===== src/rtl/ascon_seq_ctrl.sv =====
// ascon_seq_ctrl: sequencing controller for the Ascon-AEAD128 datapath.
// Walks Initialization -> Associated Data -> Plaintext/Ciphertext -> Finalization.
// One state-update op code is issued per step and one permutation request per
// round group. Data blocks are accepted through a valid/ready handshake.
// No key, nonce or state data is held here.
//
// Ports:
//   clk_i, rst_i           clock, synchronous active-high reset
//   start_i                begin an operation (sampled in IDLE only)
//   ad_en_i, decrypt_i     operation mode, latched together with start_i
//   blk_valid_i/_last_i    datapath block available / last block of its phase
//   blk_ready_o            block accepted this cycle (AD_WAIT, MSG_WAIT only)
//   op_valid_o, op_o       datapath applies op_o at this edge (op 8 = no-op)
//   perm_start_o           one-cycle permutation start pulse
//   perm_rounds_o          round count, valid while perm_start_o=1
//   perm_done_i            permutation finished pulse
//   busy_o, done_o         not idle / tag ready pulse
//
// Build option: ASCON_SEQ_DECRYPT_EN enables decryption (op 5). Without it the
// controller is encrypt-only and decrypt_i is ignored.
module ascon_seq_ctrl #(
  parameter int ROUNDS_A = 12,
  parameter int ROUNDS_B = 8
) (
  input  logic       clk_i,
  input  logic       rst_i,
  input  logic       start_i,
  input  logic       ad_en_i,
  input  logic       decrypt_i,
  input  logic       blk_valid_i,
  input  logic       blk_last_i,
  output logic       blk_ready_o,
  output logic       op_valid_o,
  output logic [3:0] op_o,
  output logic       perm_start_o,
  output logic [3:0] perm_rounds_o,
  input  logic       perm_done_i,
  output logic       busy_o,
  output logic       done_o
);

  typedef enum logic [3:0] {
    AsconOp0 = 4'd0, AsconOp1 = 4'd1, AsconOp2 = 4'd2, AsconOp3 = 4'd3,
    AsconOp4 = 4'd4, AsconOp5 = 4'd5, AsconOp6 = 4'd6, AsconOp7 = 4'd7,
    AsconOp8 = 4'd8
  } ascon_op_e;

  typedef enum logic [3:0] {
    S_IDLE, S_LOAD, S_PSTART, S_PWAIT, S_KEYX,
    S_AD_WAIT, S_DOMSEP, S_MSG_WAIT, S_FINX, S_TAGX
  } state_e;

  localparam logic [3:0] RND_A = 4'(ROUNDS_A);
  localparam logic [3:0] RND_B = 4'(ROUNDS_B);

  state_e     state_q, state_d;
  state_e     ret_q, ret_d;     // where PWAIT resumes
  logic [3:0] rnd_q, rnd_d;     // round count for the pending PSTART
  logic       ad_en_q;
  ascon_op_e  msg_op;

`ifdef ASCON_SEQ_DECRYPT_EN
  logic dec_q;
  assign msg_op = dec_q ? AsconOp5 : AsconOp4;
`else
  logic unused_decrypt;
  assign unused_decrypt = decrypt_i;
  assign msg_op         = AsconOp4;
`endif

  // State register, return state, round count and mode latches
  always_ff @(posedge clk_i) begin
    if (rst_i) begin
      state_q <= S_IDLE;
      ret_q   <= S_IDLE;
      rnd_q   <= 4'd0;
      ad_en_q <= 1'b0;
`ifdef ASCON_SEQ_DECRYPT_EN
      dec_q   <= 1'b0;
`endif
    end else begin
      state_q <= state_d;
      ret_q   <= ret_d;
      rnd_q   <= rnd_d;
      if (state_q == S_IDLE && start_i) begin
        ad_en_q <= ad_en_i;
`ifdef ASCON_SEQ_DECRYPT_EN
        dec_q   <= decrypt_i;
`endif
      end
    end
  end

  // Next-state logic
  always_comb begin
    state_d = state_q;
    ret_d   = ret_q;
    rnd_d   = rnd_q;
    unique case (state_q)
      S_IDLE:   if (start_i) state_d = S_LOAD;
      S_LOAD: begin
        state_d = S_PSTART;
        ret_d   = S_KEYX;
        rnd_d   = RND_A;
      end
      // perm_done_i is not looked at here, so a done coincident with the start
      // pulse cannot short-circuit the wait.
      S_PSTART: state_d = S_PWAIT;
      S_PWAIT:  if (perm_done_i) state_d = ret_q;
      S_KEYX:   state_d = ad_en_q ? S_AD_WAIT : S_DOMSEP;
      S_AD_WAIT: if (blk_valid_i) begin
        state_d = S_PSTART;
        ret_d   = blk_last_i ? S_DOMSEP : S_AD_WAIT;
        rnd_d   = RND_B;
      end
      S_DOMSEP: state_d = S_MSG_WAIT;
      // The last message block skips its permutation: finalization follows directly.
      S_MSG_WAIT: if (blk_valid_i) begin
        if (blk_last_i) begin
          state_d = S_FINX;
        end else begin
          state_d = S_PSTART;
          ret_d   = S_MSG_WAIT;
          rnd_d   = RND_B;
        end
      end
      S_FINX: begin
        state_d = S_PSTART;
        ret_d   = S_TAGX;
        rnd_d   = RND_A;
      end
      S_TAGX:  state_d = S_IDLE;
      default: state_d = S_IDLE;
    endcase
  end

  // Output decode; only the op in the block-wait states depends on blk_valid_i
  always_comb begin
    blk_ready_o   = 1'b0;
    op_valid_o    = 1'b0;
    op_o          = AsconOp8;
    perm_start_o  = 1'b0;
    perm_rounds_o = 4'd0;
    busy_o        = (state_q != S_IDLE);
    done_o        = 1'b0;
    unique case (state_q)
      S_LOAD:   begin op_valid_o = 1'b1; op_o = AsconOp0; end
      S_PSTART: begin perm_start_o = 1'b1; perm_rounds_o = rnd_q; end
      S_KEYX:   begin op_valid_o = 1'b1; op_o = AsconOp1; end
      S_AD_WAIT: begin
        blk_ready_o = 1'b1;
        if (blk_valid_i) begin op_valid_o = 1'b1; op_o = AsconOp2; end
      end
      S_DOMSEP: begin op_valid_o = 1'b1; op_o = AsconOp3; end
      S_MSG_WAIT: begin
        blk_ready_o = 1'b1;
        if (blk_valid_i) begin op_valid_o = 1'b1; op_o = msg_op; end
      end
      S_FINX:   begin op_valid_o = 1'b1; op_o = AsconOp6; end
      S_TAGX:   begin op_valid_o = 1'b1; op_o = AsconOp7; done_o = 1'b1; end
      default: ;
    endcase
  end

endmodule

===== config.mk =====
export PLATFORM = sky130hd
export DESIGN_NAME = ascon_seq_ctrl
export DESIGN_NICKNAME = d
export VERILOG_FILES = /design/src/rtl/ascon_seq_ctrl.sv
export SDC_FILE = /design/constraint.sdc
export NUM_CORES = 1
export LEC_CHECK = 0
export ABC_AREA = 0
export BUFFER_PORTS_ARGS = -buffer_cell sky130_fd_sc_hd__buf_2
export CAP_MARGIN = 40
export CORE_MARGIN = 2
export CORE_UTILIZATION = 30
export DETAILED_ROUTE_END_ITERATION = 10
export PLACE_DENSITY_LB_ADDON = 0.15
export SLEW_MARGIN = 15
export SYNTH_ARGS = -nofsm -noshare
export SYNTH_HDL_FRONTEND = slang
export SYNTH_SLANG_ARGS = --single-unit

===== constraint.sdc =====
create_clock -name clk_i -period 2.5 [get_ports clk_i]
set_input_delay 0.25 -clock clk_i [delete_from_list [all_inputs] [get_ports clk_i]]
set_output_delay 0.25 -clock clk_i [all_outputs]
set_load 0.03 [all_outputs]

# Word-level counts from Yosys, hierarchy flattened
# Index checks and enable logic that the tools add are counted.
# W data, S select, Z words.
# totals
register_bits,13
inputBits,8
output_inout_bits,13
word_cells,54
# op_classes
eq_ne,14
n_mux,25
n_reduce_logical,11
# ops
operator,count
$mux W4,14
$pmux W4 S8,1
$pmux W4 S7,1
$eq A4 B3 Y1 const B,4
$pmux W4 S4,1
$pmux W4 S3,1
$reduce_and A4 Y1,3
$ne A2 B2 Y1 const B,5
$eq A4 B2 Y1 const B,2
$eq A4 B4 Y1 const B,2
$reduce_bool A4 Y1,2
$reduce_or A5 Y1,1
$eq A4 B1 Y1 const B,1
$logic_not A4 Y1,1
$mux W1,4
$mux W2,2
$reduce_or A2 Y1,2
$reduce_bool A3 Y1,1
$pmux W1 S2,1
$logic_and A1 B1 Y1,1

# Logic depth before layout (Yosys ltp)
# Gate-level depths: netlist of run 1.
# logic_depth
depth_word,4
mapped_depth,6
ltp_nobuf,4

# Worst setup path before layout of run 1
# No wires, ideal clock.
# synth_path
kind,register to output
start,reg state_q[3]
end,out op_valid_o
arrival_time_ns,1.690
t_required_ns,2.250
path_slack_ns,0.560
stages_incl_launch_ff,6
path_buffers,1
path_cell_list,dfxtp_1 -> clkbuf_1 -> nor2_1 -> nor2_1 -> a21oi_1 -> inv_1
# synth_via
elab_chain_cells,3
word_cells_on_any_way,10
classes_between,eq/ne: 7; mux: 1; reduce/logical: 2
# synth_lines
item,line_no,rtl
from (decl),56,"state_e state_q, state_d;"
from (signal assigned),82,state_q <= state_d;
"$eq A4 B4 Y1, or another cell as far along",146,unique case (state_q)
$reduce_or A5 Y1 (no source line) / $reduce_or A2 Y1 (equally long branches),--,
$pmux W1 S2 (*),146,
to (decl),33,"output logic op_valid_o,"
# Every way passes the cells marked *; elsewhere a longest branch is shown, timed or not.

# Worst setup path in the final report of run 1
# layout_path
start,reg state_q[0]
end,out op_valid_o
# The elaborated chain is that of the path after synthesis.

==> results of run 1 <==
## final cells by class
| class | instances | area (µm²) |
|---|---|---|
| Clock buffer | 3 | 22.52 |
| Sequential cell | 11 | 220.2 |
| Timing Repair Buffer | 18 | 92.59 |
| Fill cell | 279 | 1550 |
| Clock inverter | 1 | 5.005 |
| Inverter | 7 | 26.28 |
| Tap cell | 30 | 37.54 |
| Multi-Input combinational cell | 74 | 455.4 |
## state kept, by name, summed over array words and instances, names as in the netlist
name     cells
rnd_q        2
ad_en_q      1
state_q      4
ret_q        4
## per-stage QoR
| step | utilization | instance area, µm² | hold slack, ns | cells |
|---|---|---|---|---|
| floorplan | - | 752.0 | 0.3939 | 101 |
| global placement | 0.3453 | 832.0 | 0.4538 | 140 |
| detailed placement | 0.3453 | 832.0 | 0.4568 | 140 |
| CTS | 0.3567 | 859.6 | 0.2132 | 144 |
| global route | 0.3567 | 859.6 | 0.2242 | 144 |
| finish | 0.3567 | 859.6 | 0.2147 | 144 |
## critical path: cells and delay by family (launching register included)
family	cells	cell delay [ns]
AOI/OAI and AO/OA	1	0.06
buffers and inverters	2	0.25
DFF	1	0.70
and+or+nand+nor	2	0.43
## power by group through the flow
stage	Sequential, mW	Combinational [mW]	Clock (mW)
6_report	0.229	0.188	0.122
2_1_floorplan	0.208	0.168	0
3_5_place_dp	0.233	0.188	0
5_1_grt	0.236	0.209	0.142
3_3_place_gp	0.234	0.189	0
4_1_cts	0.228	0.189	0.128
## how the worst min path moves through the flow
| stage | from | to | slack [ns] |
|---|---|---|---|
| 6_report | ad_en_i | ad_en_q | 0.21 |
| 4_1_cts | ad_en_i | ad_en_q | 0.21 |
| 3_3_place_gp | rnd_q[3] | rnd_q[3] | 0.45 |
| 2_1_floorplan | ad_en_i | ad_en_q | 0.39 |
| 5_1_grt | ad_en_i | ad_en_q | 0.22 |
| 3_5_place_dp | rnd_q[3] | rnd_q[3] | 0.46 |
## layer usage
metal / wire length (µm) / track usage
met5: 0 / 0
met4: 14 / 0.03846
met3: 123 / 0.05833
met2: 792 / 0.2154
met1: 797 / 0.1821
## logic make-up (layout without fill, tap and decap cells)
group / after synthesis / in the layout / synth area share
and+or+nand+nor: 47 / 47 / 0.3344
AOI/OAI and AO/OA: 23 / 23 / 0.2391
buffers and inverters: 16 / 29 / 0.1020
DFF: 11 / 11 / 0.2943
other: 1 / 2 / 0.005012
xor gates and xnor gates: 1 / 1 / 0.01171
muxes: 1 / 1 / 0.01338
## placed cells by master, fill, tap and decap left out, drive strengths merged
cell type	Yosys	layout
o31ai	1	1
a21o	1	1
nor4	2	2
a21oi	6	6
o22ai	1	1
clkinv	0	1
clkbuf	4	3
a31oi	2	2
nand2b	4	4
dfxtp	11	11
a2111oi	1	1
xnor2	1	1
o21ai	3	3
buf	5	18
nand3	1	1
a211oi	2	2
nor2b	3	3
and3	3	3
or3b	1	1
or4	1	1
conb	1	2
nand3b	2	2
inv	7	7
a31o	3	3
o32a	1	1
nand2	5	5
nor3	9	9
and2	2	2
nand4b	1	1
or2	1	1
mux2i	1	1
nor2	12	12
o211ai	1	1
o41ai	1	1
==> impl_results.md, run 1 <==
- Status: finished clean
- Clock buffer depth: 2
- Mean Syn Cell Area: 7.482 µm²
- WL/cell: 11.99 µm
- Setup WS pre-CTS: 0.7604 ns
- Largest net degree at the start of global routing: 20
- Clock power frac: 0.226
- Crit-path cells: nor2_1 > nor2_1 > a21oi_1 > inv_1 > buf_2
- R2r endpoint: state_q[1]
- CP Capture Point: op_valid_o
- Overall power: 0.5383 mW
- Min-Delay Path Class: input port to flip-flop
- Num ports: 21
- Synth area leaders: dfxtp_1 (29%), nor3_1 (6.0%), nor2_1 (6.0%)
- Final HPWL DP: 1.274 mm
- WP data arrival: 1.72 ns
- DRC Markers: 0
- Combinational Power Share: 0.349
- CTS tree: yes
- Vias/cell: 5.104
- Relative slew margins: 0.6061
- Antenna cells: 0
- Final setup violation count: 0
- CTS resizes: 0
- Crit. End Element: primary output
- Fraction of layout cells with a size suffix above 1: 0.2632
- Cell taking the most area after synthesis: dfxtp_1
- Most used flip-flop cell after synthesis: dfxtp_1
- Power density cells: 626.2 nW/µm²
- Crit path time final: 1.970 ns
- Initial antenna violation count: 0
- Root Driver: clkbuf_4
- First-pass GRT wire length: 2.870 mm
- Initial DRC count: 27
- Core area: 2410 µm²
- Critical path's slowest cell: dfxtp_1
- NetSw: 0.2107 mW
- Hold Crit Depth: 3
- Fin crit share: 0.7879
- R2r setup slk: 0.76 ns
- Data required, critical path: 2.25 ns
- Mapped Area: 748.2 µm²
- H-tree levels: 1
- Worst setup startpoint: state_q[0]
- Measured slew at the worst slew-check pin: 0.5900 ns
- # hold bufs at CTS: 0
- PortBufs: 17
- Num rows: 18
- Ys Warns: 0
- Die Y: 53.94 µm
- Sum Neg Setup Slack: 0 ns
- RSZ-0062 raised after global routing: no
- Pre-antenna DRT Iters: 4
- Layout Nets: 123
- Hold Vio Cnt, Final: 0
- Slew Limit Fails: 0
- Power Internal: 0.3276 mW
- R2R depth: 4
- Later-pin clock latency in the skew report: 0.27 ns
- P&R area growth vs syn: 14.88%
- Post-synthesis sequential area ratio: 0.2943
- Switching part of the total power: 0.3914
- Worst setup margin: 0.5303 ns
- Commonest cells post-synth: nor2_1 (12), dfxtp_1 (11), nor3_1 (9)
- Vias in the first global route: 603
- Max_cap viols: 0
- Asr flop ratio synth: 0
- RD Place Congestion: 0.7797
- Max Freq: 507.7 MHz
- Post-Syn Instances: 100
- Starting Density: 0.3105
- Synthesis-stage register bit count: 11
- CTS clk-pin slew, worst paths: 0.07 ns
- Final ANT Viol Nets: 0
- Clock skew: 0.0008535 ns
- Reg power frac: 0.425
- CP startpoint kind: flip-flop
- DR vias: 735
- Crit Path Max Fanout: 19
- Count leader, synth: nor2_1
- Leak: 0.3918 nW
- TritonCTS buffer count: 3
- Post-CTS Setup Bufs: 0
- GR Util All Layers: 0.1413
- Remaining global-route overflow: 0
- Clock sink count: 11
- Die area: 2910 µm²
- WS Path Type: flip-flop to primary output
- Area share of the largest cell type after synthesis: 0.2943
- Die Wd: 53.94 µm
- Post-synth cell types: 38
- Cell mode on critical path: nor2_1
- Number of synthesized flops with an enable pin: 0
- R2r startpoint: state_q[1]
- Slowest Stage Delay on Critical Path: 0.70 ns
- Routed WL: 1.727 mm
- Peak supply drop: 287.9 µV
Note: power is estimated with default switching activity, not from simulation.
==> inputs of run 2 (changes only) <==
clock period = 1.79 ns   (was 2.5 ns; I/O delays follow)
==> impl_results.md, run 2 (synthesis gave the netlist of run 1 again) <==
- Status: finished clean
- WS Path Type: flip-flop to primary output
- Clock skew: 0.006086 ns
- Hold Crit Depth: 3
- Max_cap viols: 0
- Fraction of layout cells with a size suffix above 1: 0.3306
- Final HPWL DP: 1.385 mm
- Slew Limit Fails: 0
- # hold bufs at CTS: 0
- Die Wd: 53.94 µm
- WL/cell: 12.58 µm
- Worst setup startpoint: state_q[2]
- Clock sink count: 11
- GR Util All Layers: 0.1549
- Post-CTS Setup Bufs: 0
- Layout Nets: 130
- Pre-antenna DRT Iters: 4
- Commonest non-fill, non-tap cell in the layout: buf_2
- Sum Neg Setup Slack: 0 ns
- R2r startpoint: state_q[2]
- CTS tree: yes
- Die Y: 53.94 µm
- Overall power: 0.8000 mW
- Crit. End Element: primary output
- Largest net degree at the start of global routing: 17
- Root Driver: clkbuf_4
- H-tree levels: 1
- Crit path time final: 1.667 ns
- Leak: 0.4280 nW
- Max Freq: 600.0 MHz
- Met3 Use GR: 0.03611
- DRC Markers: 0
- TritonCTS buffer count: 3
- Num ports: 21
- Largest regs: ret_q: 4 flops, state_q: 4 flops, rnd_q: 2 flops
- Gr busiest metal: met2
- Cell Area, Placed: 888.4 µm²
- Hold wc startpoint: ad_en_i
- R2r setup slk: 0.31 ns
- Fillers: 259
- Met1 usage in global routing: 0.2164
- Die area: 2910 µm²
- Power density cells: 870.0 nW/µm²
- Later-pin clock latency in the skew report: 0.28 ns
- Peak supply drop: 497.0 µV
- CTS clk-pin slew, worst paths: 0.08 ns
- Hold Vio Cnt, Final: 0
- Core area: 2410 µm²
- Clock buffer depth: 2
- Hold endpoint: ad_en_q
- Vias in the first global route: 676
- Final setup violation count: 0
- Met2 Use GR: 0.2256
- WP data arrival: 1.49 ns
- Num rows: 18
- CTS resizes: 2
- Fin crit share: 0.9311
- First-pass GRT wire length: 3.194 mm
- CP startpoint kind: flip-flop
- Initial DRC count: 10
- Min-Delay Path Class: input port to flip-flop
- Routed WL: 1.900 mm
- Final ANT Viol Nets: 0
- RD Place Congestion: 0.7910
- Antenna cells: 0
- Crit Path Max Fanout: 8
- Design area: 919.6 µm²
- Initial antenna violation count: 0
- DR vias: 763
- Vias/cell: 5.053
- P&R area growth vs syn: 22.91%
- Starting Density: 0.3105
- PortBufs: 17
- Remaining global-route overflow: 0
- Data required, critical path: 1.61 ns
- R2r endpoint: state_q[1]
- RSZ-0062 raised after global routing: no
- Most frequent cells in the layout: buf_2 (17), nor2_1 (11), nor3_1 (9), dfxtp_1 (9), buf_4 (8)
- R2R depth: 4
## run 2: cell types whose count changed in the layout (fill, tap and decap cells not counted)
cell,change
a21oi_1,-1
a21oi_2,+1
buf_4,+7
clkbuf_1,+1
clkinv_2,-1
dfxtp_1,-2
dfxtp_2,+2
nor2_1,-1
nor2_2,+1
## run 2: report_power, final
group | total (mW) | switching, mW | internal, mW | leakage [nW]
clock | 0.185 | 0.0987 | 0.0866 | 0.0150
combinational | 0.305 | 0.184 | 0.121 | 0.322
sequential | 0.309 | 0.0331 | 0.276 | 0.0908
total | 0.800 | 0.316 | 0.484 | 0.428
## run 2: how the worst max path moves through the flow
stage                       to  slack [ns]  cells after the start
floorplan              op_o[2]        0.05                      4
global placement    op_valid_o        0.25                      5
detailed placement  op_valid_o        0.24                      5
CTS                    op_o[1]        0.06                      4
global route           op_o[1]        0.01                      5
finish                 op_o[1]        0.12                      5
## run 2: stage by stage
stage | hold slack, ns | utilization | instances | setup slack [ns]
finish | 0.1293 | 0.3816 | 151 | 0.1234
CTS | 0.1462 | 0.3811 | 151 | 0.06077
global placement | 0.4191 | 0.3686 | 147 | 0.2453
detailed placement | 0.4331 | 0.3686 | 147 | 0.2429
global route | 0.1771 | 0.3816 | 151 | 0.01125
floorplan | 0.3229 | - | 101 | 0.04621
## run 2: worst max-delay path, cell delays in order, from the launching register on
cell      delay, ns
dfxtp_1        0.40
buf_4          0.18
nand4b_1       0.14
a21oi_1        0.18
a31o_2         0.11
buf_2          0.18
## run 2: routing by layer
metal | vias up | routed length, µm
li1 | 393 | -
met1 | 352 | 945
met2 | 13 | 851
met3 | 5 | 76
met4 | 0 | 26
met5 | - | 0
## run 2: cell type report
| type | count | area [µm²] | area share |
|---|---|---|---|
| tap | 30 | 37.54 | 0.04082 |
| multi-input combinational | 74 | 461.7 | 0.5020 |
| inverter | 7 | 26.28 | 0.02857 |
| sequential | 11 | 222.7 | 0.2422 |
| timing repair buffer | 25 | 145.1 | 0.1578 |
| clock buffer | 4 | 26.28 | 0.02857 |
==> inputs of run 3 (changes only) <==
CORE_ASPECT_RATIO = 1.75   (was unset)
==> impl_results.md, run 3 (synthesis gave the netlist of run 1 again) <==
- Status: finished clean
- Remaining global-route overflow: 0
- RSZ-0062 raised after global routing: no
- Max Freq: 589.9 MHz
- Die area: 2925 µm²
- DRC Markers: 0
- Clock sink count: 11
- Initial antenna violation count: 0
- First-pass GRT wire length: 3.249 mm
- CTS tree: yes
- WL/cell: 13.60 µm
- RD Place Congestion: 0.7478
- Commonest non-fill, non-tap cell in the layout: buf_2
- Slowest Stage Delay on Critical Path: 0.60 ns
- Crit path time final: 1.695 ns
- Antenna cells: 0
- Pre-antenna DRT Iters: 5
- Fin crit share: 0.9471
- Final HPWL DP: 1.512 mm
- Min-Delay Path Class: input port to flip-flop
- Core area: 2432 µm²
- Hold Vio Cnt, Final: 0
- Max_cap viols: 0
- CP startpoint kind: flip-flop
- Most frequent cells in the layout: buf_2 (17), nor2_1 (11), nor3_1 (9), dfxtp_1 (9), inv_1 (7)
- Largest net degree at the start of global routing: 15
- GR Util All Layers: 0.1433
- Fillers: 266
- Leak: 0.4231 nW
- Num rows: 24
- Vias/cell: 5.278
- Final ANT Viol Nets: 0
- Peak supply drop: 378.2 µV
- Crit Path Max Fanout: 14
- WP data arrival: 1.52 ns
- H-tree levels: 1
- Slew Limit Fails: 0
- TritonCTS buffer count: 3
- Routed WL: 1.959 mm
- Crit-path cells: nand4b_1 > a21oi_1 > a31o_2 > buf_2
- Setup WS pre-CTS: 0.2054 ns
- Crit path max-delay family: flip-flops
- Num ports: 21
- Power density cells: 941.7 nW/µm²
- Clock skew: 0.001463 ns
- Later-pin clock latency in the skew report: 0.24 ns
- Die Y: 70.07 µm
- Root Driver: clkbuf_8
- P&R area growth vs syn: 21.91%
- Clock buffer depth: 2
- Worst setup margin: 0.09470 ns
- Initial DRC count: 15
- Starting Density: 0.3076
- Die Wd: 41.75 µm
- Layout Nets: 127
- Critical path's slowest cell: dfxtp_1
- DR vias: 760
- PortBufs: 17
- Fraction of layout cells with a size suffix above 1: 0.3220
- Sum Neg Setup Slack: 0 ns
- Buf/Inv on CP: 1
- Crit. End Element: primary output
- WS Path Type: flip-flop to primary output
- CTS clk-pin slew, worst paths: 0.05 ns
- Largest regs: ret_q: 4 flops, state_q: 4 flops, rnd_q: 2 flops
- Vias in the first global route: 690
- Final setup violation count: 0
- Data required, critical path: 1.61 ns
[run 3: tightest hold or removal path: stages]
cell and delay, ns:
buf_2 0.08, mux2i_1 0.05, nor2_1 0.07
[run 3: worst paths after layout]
kind / from / end / slack, ns / cells after the start
max: state_q[3] / op_o[1] / 0.09 / 4
min: ad_en_i / ad_en_q / 0.17 / 3
max reg2reg: state_q[2] / state_q[1] / 0.27 / 4
min reg2reg: ret_q[1] / ret_q[1] / 0.47 / 2
[run 3: layout make-up]
class                      count  area, µm²  share of cell area
clock inverter                 1      5.005            0.005487
tap                           26      32.53             0.03567
sequential                    11      222.7              0.2442
timing repair buffer          22      122.6              0.1344
inverter                       7      26.28             0.02881
clock buffer                   3      41.29             0.04527
multi-input combinational     74      461.7              0.5062
[run 3: what timing repair did]
| action | CTS | global route |
|---|---|---|
| setup endpoints to repair | 0 | 6 |
| buffers inserted | 0 | 0 |
| hold buffers | 0 | 0 |
| gates resized for setup | 0 | 3 |
[run 3: where the power goes]
group	total, mW	switching, mW	internal (mW)
clock	0.251	0.0982	0.153
combinational	0.295	0.181	0.115
sequential	0.312	0.0350	0.277
[run 3: through the flow]
stage               instance area, µm²  cells  utilization  hold slack (ns)  total power [mW]
CTS                              907.1    144       0.3729           0.1777            0.8673
floorplan                        755.7    101            -           0.3229            0.5281
detailed placement               860.8    140       0.3539           0.4224            0.6113
global route                     912.1    144       0.3750           0.1796            0.9161
global placement                 860.8    140       0.3539           0.4160            0.6103
finish                           912.1    144       0.3750           0.1748            0.8589
[run 3: routing by layer]
| metal | track usage | part of all wire | wire length (µm) |
|---|---|---|---|
| met4 | 0.06810 | 0.025 | 48 |
| met1 | 0.1627 | 0.40 | 777 |
| met5 | 0 | 0 | 0 |
| met2 | 0.2535 | 0.54 | 1060 |
| met3 | 0.02067 | 0.037 | 73 |
